`src/rtl/darkroom_spi_receiver.sv`:
```
// DarkRoom SPI frame receiver: 32-byte SPI mode-0 frames unpacked into 8x32-bit words per bank, read over Avalon-MM.
// Latency: pin edge seen 3 clocks later; commit on the 4th clock after ss_n_i rises; reads take one wait state.
// Backpressure: none on SPI (the transmitter free-runs); Avalon reads always stall exactly one cycle.
module darkroom_spi_receiver #(
  parameter int NUMBER_OF_SPI_FRAMES = 1,
  parameter int GAP_CYCLES           = 4096
) (
  input  logic        clock,
  input  logic        reset_n,
  input  logic        sck_i,
  input  logic        ss_n_i,
  input  logic        mosi_i,
  input  logic [6:0]  address,
  input  logic        read,
  output logic [31:0] readdata,
  output logic        waitrequest,
  output logic        frame_valid_o,
  output logic [3:0]  frame_index_o
);

  localparam int GW = $clog2(GAP_CYCLES + 1);

  typedef enum logic {IDLE, RECV} state_t;

  state_t            state;
  logic [2:0]        sck_sync;
  logic [2:0]        ss_sync;
  logic [1:0]        mosi_sync;
  logic              sck_rise;
  logic              ss_fall;
  logic              ss_rise;
  logic              mosi_bit;
  logic [2:0]        bit_cnt;
  logic [5:0]        byte_cnt;
  logic              overflow;
  logic [6:0]        byte_reg;
  logic [31:0][7:0]  shadow;
  logic [7:0][31:0]  bank [NUMBER_OF_SPI_FRAMES];
  logic [3:0]        frame_idx;
  logic [15:0]       frame_count;
  logic [7:0]        error_count;
  logic [GW-1:0]     gap_cnt;
  logic [31:0]       rd_word;

  // Synchronize the asynchronous SPI pins; ss_n idles high so a low ss_n at reset release reads as a falling edge.
  always_ff @(posedge clock or negedge reset_n) begin
    if (!reset_n) begin
      sck_sync  <= 3'b000;
      ss_sync   <= 3'b111;
      mosi_sync <= 2'b00;
    end else begin
      sck_sync  <= {sck_sync[1:0], sck_i};
      ss_sync   <= {ss_sync[1:0], ss_n_i};
      mosi_sync <= {mosi_sync[0], mosi_i};
    end
  end

  // Registered edge pulses, with mosi delayed to stay aligned with the sck rising pulse.
  always_ff @(posedge clock or negedge reset_n) begin
    if (!reset_n) begin
      sck_rise <= 1'b0;
      ss_fall  <= 1'b0;
      ss_rise  <= 1'b0;
      mosi_bit <= 1'b0;
    end else begin
      sck_rise <= sck_sync[1] & ~sck_sync[2];
      ss_fall  <= ~ss_sync[1] & ss_sync[2];
      ss_rise  <= ss_sync[1] & ~ss_sync[2];
      mosi_bit <= mosi_sync[1];
    end
  end

  // Receive FSM: shift bytes into the shadow frame, commit clean 32-byte frames to the current bank, count bad ones.
  always_ff @(posedge clock or negedge reset_n) begin
    if (!reset_n) begin
      state         <= IDLE;
      bit_cnt       <= 3'd0;
      byte_cnt      <= 6'd0;
      overflow      <= 1'b0;
      byte_reg      <= 7'd0;
      shadow        <= '0;
      for (int f = 0; f < NUMBER_OF_SPI_FRAMES; f++) bank[f] <= '0;
      frame_idx     <= 4'd0;
      frame_count   <= 16'd0;
      error_count   <= 8'd0;
      gap_cnt       <= '0;
      frame_valid_o <= 1'b0;
      frame_index_o <= 4'd0;
    end else begin
      frame_valid_o <= 1'b0;
      case (state)
        IDLE: begin
          if (ss_fall) begin
            state    <= RECV;
            bit_cnt  <= 3'd0;
            byte_cnt <= 6'd0;
            overflow <= 1'b0;
            gap_cnt  <= '0;
          end else if (ss_sync[2]) begin
            // A long quiet period marks the start of a new burst.
            if (gap_cnt < GW'(GAP_CYCLES)) gap_cnt <= gap_cnt + 1'b1;
            else frame_idx <= 4'd0;
          end
        end
        RECV: begin
          if (ss_rise) begin
            state <= IDLE;
            if (byte_cnt == 6'd32 && bit_cnt == 3'd0 && !overflow) begin
              for (int f = 0; f < NUMBER_OF_SPI_FRAMES; f++)
                if (frame_idx == 4'(f)) bank[f] <= shadow;
              frame_index_o <= frame_idx;
              frame_valid_o <= 1'b1;
              frame_idx     <= (frame_idx == 4'(NUMBER_OF_SPI_FRAMES - 1)) ? 4'd0 : frame_idx + 4'd1;
              frame_count   <= frame_count + 16'd1;
            end else if (error_count != 8'hFF) begin
              error_count <= error_count + 8'd1;
            end
          end else if (sck_rise) begin
            byte_reg <= {byte_reg[5:0], mosi_bit};
            bit_cnt  <= bit_cnt + 3'd1;
            if (bit_cnt == 3'd7) begin
              if (byte_cnt == 6'd32) begin
                overflow <= 1'b1;
              end else begin
                shadow[byte_cnt[4:0]] <= {byte_reg, mosi_bit};
                byte_cnt              <= byte_cnt + 6'd1;
              end
            end
          end
        end
        default: state <= IDLE;
      endcase
    end
  end

  // Avalon read mux: bank words, status word at 127, zero elsewhere.
  always_comb begin
    rd_word = 32'd0;
    if (address == 7'd127) begin
      rd_word = {frame_count, error_count, 4'b0000, frame_idx};
    end else begin
      for (int f = 0; f < NUMBER_OF_SPI_FRAMES; f++)
        if (address[6:3] == 4'(f)) rd_word = bank[f][address[2:0]];
    end
  end

  // One-wait-state read: capture data and raise waitrequest on the first cycle, drop it the next.
  always_ff @(posedge clock or negedge reset_n) begin
    if (!reset_n) begin
      readdata    <= 32'd0;
      waitrequest <= 1'b0;
    end else if (read && !waitrequest) begin
      readdata    <= rd_word;
      waitrequest <= 1'b1;
    end else begin
      waitrequest <= 1'b0;
    end
  end

endmodule

```
`config.mk`:
```
export PLATFORM = sky130hd
export DESIGN_NAME = darkroom_spi_receiver
export DESIGN_NICKNAME = d
export VERILOG_FILES = /design/src/rtl/darkroom_spi_receiver.sv
export SDC_FILE = /design/constraint.sdc
export NUM_CORES = 1
export LEC_CHECK = 0
export BUFFER_PORTS_ARGS = -buffer_cell sky130_fd_sc_hd__buf_2
export CAP_MARGIN = 10
export CORE_UTILIZATION = 55
export DETAILED_ROUTE_END_ITERATION = 10
export GPL_TIMING_DRIVEN = 0
export PLACE_DENSITY = 0.81
export SYNTH_ARGS = -nofsm -noshare
export SYNTH_HDL_FRONTEND = slang
export SYNTH_SLANG_ARGS = --single-unit
```
`constraint.sdc`:
```
create_clock -name clock -period 4.5 [get_ports clock]
set_input_delay 0.45 -clock clock [delete_from_list [all_inputs] [get_ports clock]]
set_output_delay 0.45 -clock clock [all_outputs]
set_load 0.02 [all_outputs]
```
==> results.cfg <==
[yosys]
yosysTopAreaCell = dfrtp_1
syn_avg_cell_area_um2 = 16.0
netlist_area_um2 = 26700
synth-simple-area-share = 0.0357
synth-seq-cells = 621
synth_compound_area_frac = 0.0225
synth_top_area_frac = 0.579
netlist_instances = 1668
synthArstFlopShare = 1.00
synth_top_flop_cell = dfrtp_1
synth-warning-count = 0
synth_fa_ha_area_frac = 0.00562
synth_edf_count = 0
syn_nets = 1693
synth.distinct_cells = 51
ys_top_cells_by_area = dfrtp_1 (58%), mux2_4 (13%), mux2_2 (12%)
synthMuxAreaShare = 0.321
synth_xor_area_frac = 0.00951
synth_top_family_by_area = multiplexers
ys_seq_area_frac = 0.582

[cells_and_area]
area_growth_pct = 12.0
nFillCells = 3312
fin_util = 0.626
num-nets-final = 1813
multi_input_area_um2 = 10500
layout.cells.non_filler = 2452
ff_latch_area_um2 = 15500
layout-drive-gt1-share = 0.426
top_regs = bank x256, shadow x256, readdata x32

[min_path]
hold_class = in2async

[sta]
hold_violations = 0
max_slew_margin = 0.103
fmax_mhz = 298
slew_violations = 0
fin_crit_sh = 0.745
rsz0062_at_grt = no
setup_viol = 0
fin_worst_skew_ns = 0.0156
worst_slack_ns = 1.15
period_minus_slack_ns = 3.35
tightest_slew_ns = 1.35

[routing]
vias = 15200
vias_per_cell = 6.18
route.detailed.drc = 0
final_antenna_net_count = 0
dr.pass1.iters = 5
wirelength_um = 68100
post_drt_wl_per_cell_um = 27.8
drtIter0Drc = 1252

[cts]
post-cts-setup-buffer-count = 0
cts_tree = built
clk_pin_slew_ns = 0.06
cts.sinks = 621
clkLatencyLatePin_ns = 0.63
htree_num_levels = 2
hold_buffers = 4
post_cts_resized = 0
cts_root_buf = clkbuf_16
cts_buffer_depth = 3
cts_buffers = 60

[global_routing]
grt_pass1_wl_um = 104000
grt_usage = 0.285
grt_max_degree = 131
grt_pass1_vias = 16100
met2_usage = 0.462
antenna_found_initial = 3
overflow = 0
grtUsageMet1 = 0.377
grt_use_met3 = 0.0619
grt.busiest_layer = met2

[pwr]
max-vdd-ir-drop_v = 0.000316
power_density_nw_per_um2 = 401
p_total_mw = 12.0
power.static_leakage_nw = 15.3

[worst_setup_path]
crit_fanout = 9
slowest_stage = nor3b_1
max_stage_delay_ns = 0.87
critPathRequiredTime_ns = 5.00
crit_path_frequent_cell = ha_1
crit_chain = ha_1 -> ha_1 -> nand4b_1 -> nor3b_1 -> nand2_1 -> mux2_2
critical_path_arrival_ns = 3.85
worstSetupStartpointType = flop
path_class = reg2reg
crit_path_end_kind = flop

[die]
ioPinCount = 51
fp.dieH_um = 222
core-area_um2 = 47800
initial_core_util = 0.558
rows = 80
die_w_um = 222
fp.dieArea_um2 = 49500

[run_status]
status = complete, no violations

[placed_design]
place_congestion = 0.924
place_inst = 2337
portBuffers = 47
dp_slack_ns = 1.08
place_hpwl_um = 44400

[flow_run]
maxCapViolCount = 0
## critical path: cells and delay by family (launching register included)
family	cells	cell delay, ns
AND/OR/NAND/NOR	3	2.02
multiplexers	1	0.44
flip-flops	1	0.40
adder cells (fa/ha/maj)	2	0.37
## final cells by class
class,instances,share of cell area
clock inverters,24,0.00828
repair buffers,58,0.0148
inverters,13,0.00180
clock buffers,84,0.0583
well taps,615,0.0257
flip-flops and latches,621,0.519
multi-input cells,932,0.352
plain buffers,102,0.0198
diodes,3,0.000251
## per-layer routing
| layer | up-vias | wire length [µm] |
|---|---|---|
| li1 | 6284 | - |
| met1 | 8138 | 27700 |
| met2 | 594 | 32600 |
| met3 | 135 | 5350 |
| met4 | 0 | 2470 |
| met5 | - | 0 |
## worst paths after layout
kind	cells after the start	start	slack, ns	endpoint
worst min-delay path	2	reset_n	0.26	gap_cnt[2]
worst max-delay path	6	bit_cnt[0]	1.15	shadow[34]
min in group clock	4	read	0.26	waitrequest
worst max register to register	6	bit_cnt[0]	1.15	shadow[34]
max in group asynchronous	4	reset_n	2.80	bank[188]
worst min register to register	0	mosi_sync[0]	0.35	mosi_sync[1]
## through the flow
stage / hold WS (ns) / cell area [µm²] / TNS [ns]
3_5_place_dp: 0.298 / 27900 / 0
3_3_place_gp: 0.334 / 27700 / -5704.35
6_report: 0.257 / 29900 / 0
4_1_cts: 0.233 / 29900 / 0
5_1_grt: 0.262 / 29900 / 0
2_1_floorplan: 0.154 / 26700 / 0
## cell usage after synthesis, types with 2 or more instances
master	number
dfrtp_1	618
mux2_2	280
mux2_4	240
mux4_2	64
clkbuf_1	63
nand2_1	53
o21ai_0	43
mux2i_1	37
a22oi_1	29
buf_6	27
nand3_1	24
nor2_1	23
xnor2_1	18
nor2b_1	16
nand4_1	15
ha_1	12
inv_1	12
xor2_1	11
buf_1	6
buf_2	6
nand2b_1	6
a21oi_1	5
and3_1	5
o211ai_1	5
and4_1	4
nor3_2	4
and4b_1	3
dfstp_2	3
nand4b_1	3
nor3b_1	3
o2111ai_1	3
o31ai_1	3
a31oi_1	2
and2_1	2
nand3b_1	2
nor3_1	2
or4_1	2
## cell usage in the layout, fill, tap and decap left out, types with 4 or more instances in the layout
master           n
buf_6           27
nor2_1          23
buf_1            6
o211ai_1         5
mux2_4         240
buf_16           5
xor2_1          11
nand4_1         15
and4_1           4
a22oi_1         29
clkbuf_16       62
mux2_2         280
o21ai_0         43
nand3_1         24
buf_2           53
nor3_2           4
inv_1           12
nor2b_1         16
mux2i_1         37
clkinv_2        13
a21oi_1          5
xnor2_1         18
and3_1           5
nand2_1         53
ha_1            12
dfrtp_1        618
mux4_2          64
clkinvlp_4       5
nand2b_1         6
clkbuf_8        11
bufinv_16        4
dlygate4sd3_1    4
clkbuf_1        74
## power by group
group | internal [mW] | leakage [nW] | switching [mW]
registers | 5.67 | 8.62 | 0.199
clock network | 2.92 | 0.975 | 2.18
logic | 0.201 | 5.69 | 0.825
## kinds of logic after synthesis
| logic type | Yosys count |
|---|---|
| AND/OR/NAND/NOR | 176 |
| AO/OA/AOI/OAI | 94 |
| multiplexers | 621 |
| XOR/XNOR | 29 |
| buffers and inverters | 115 |
| adder cells (fa/ha/maj) | 12 |
| flip-flops | 621 |
(Power assumes the default switching activity.)
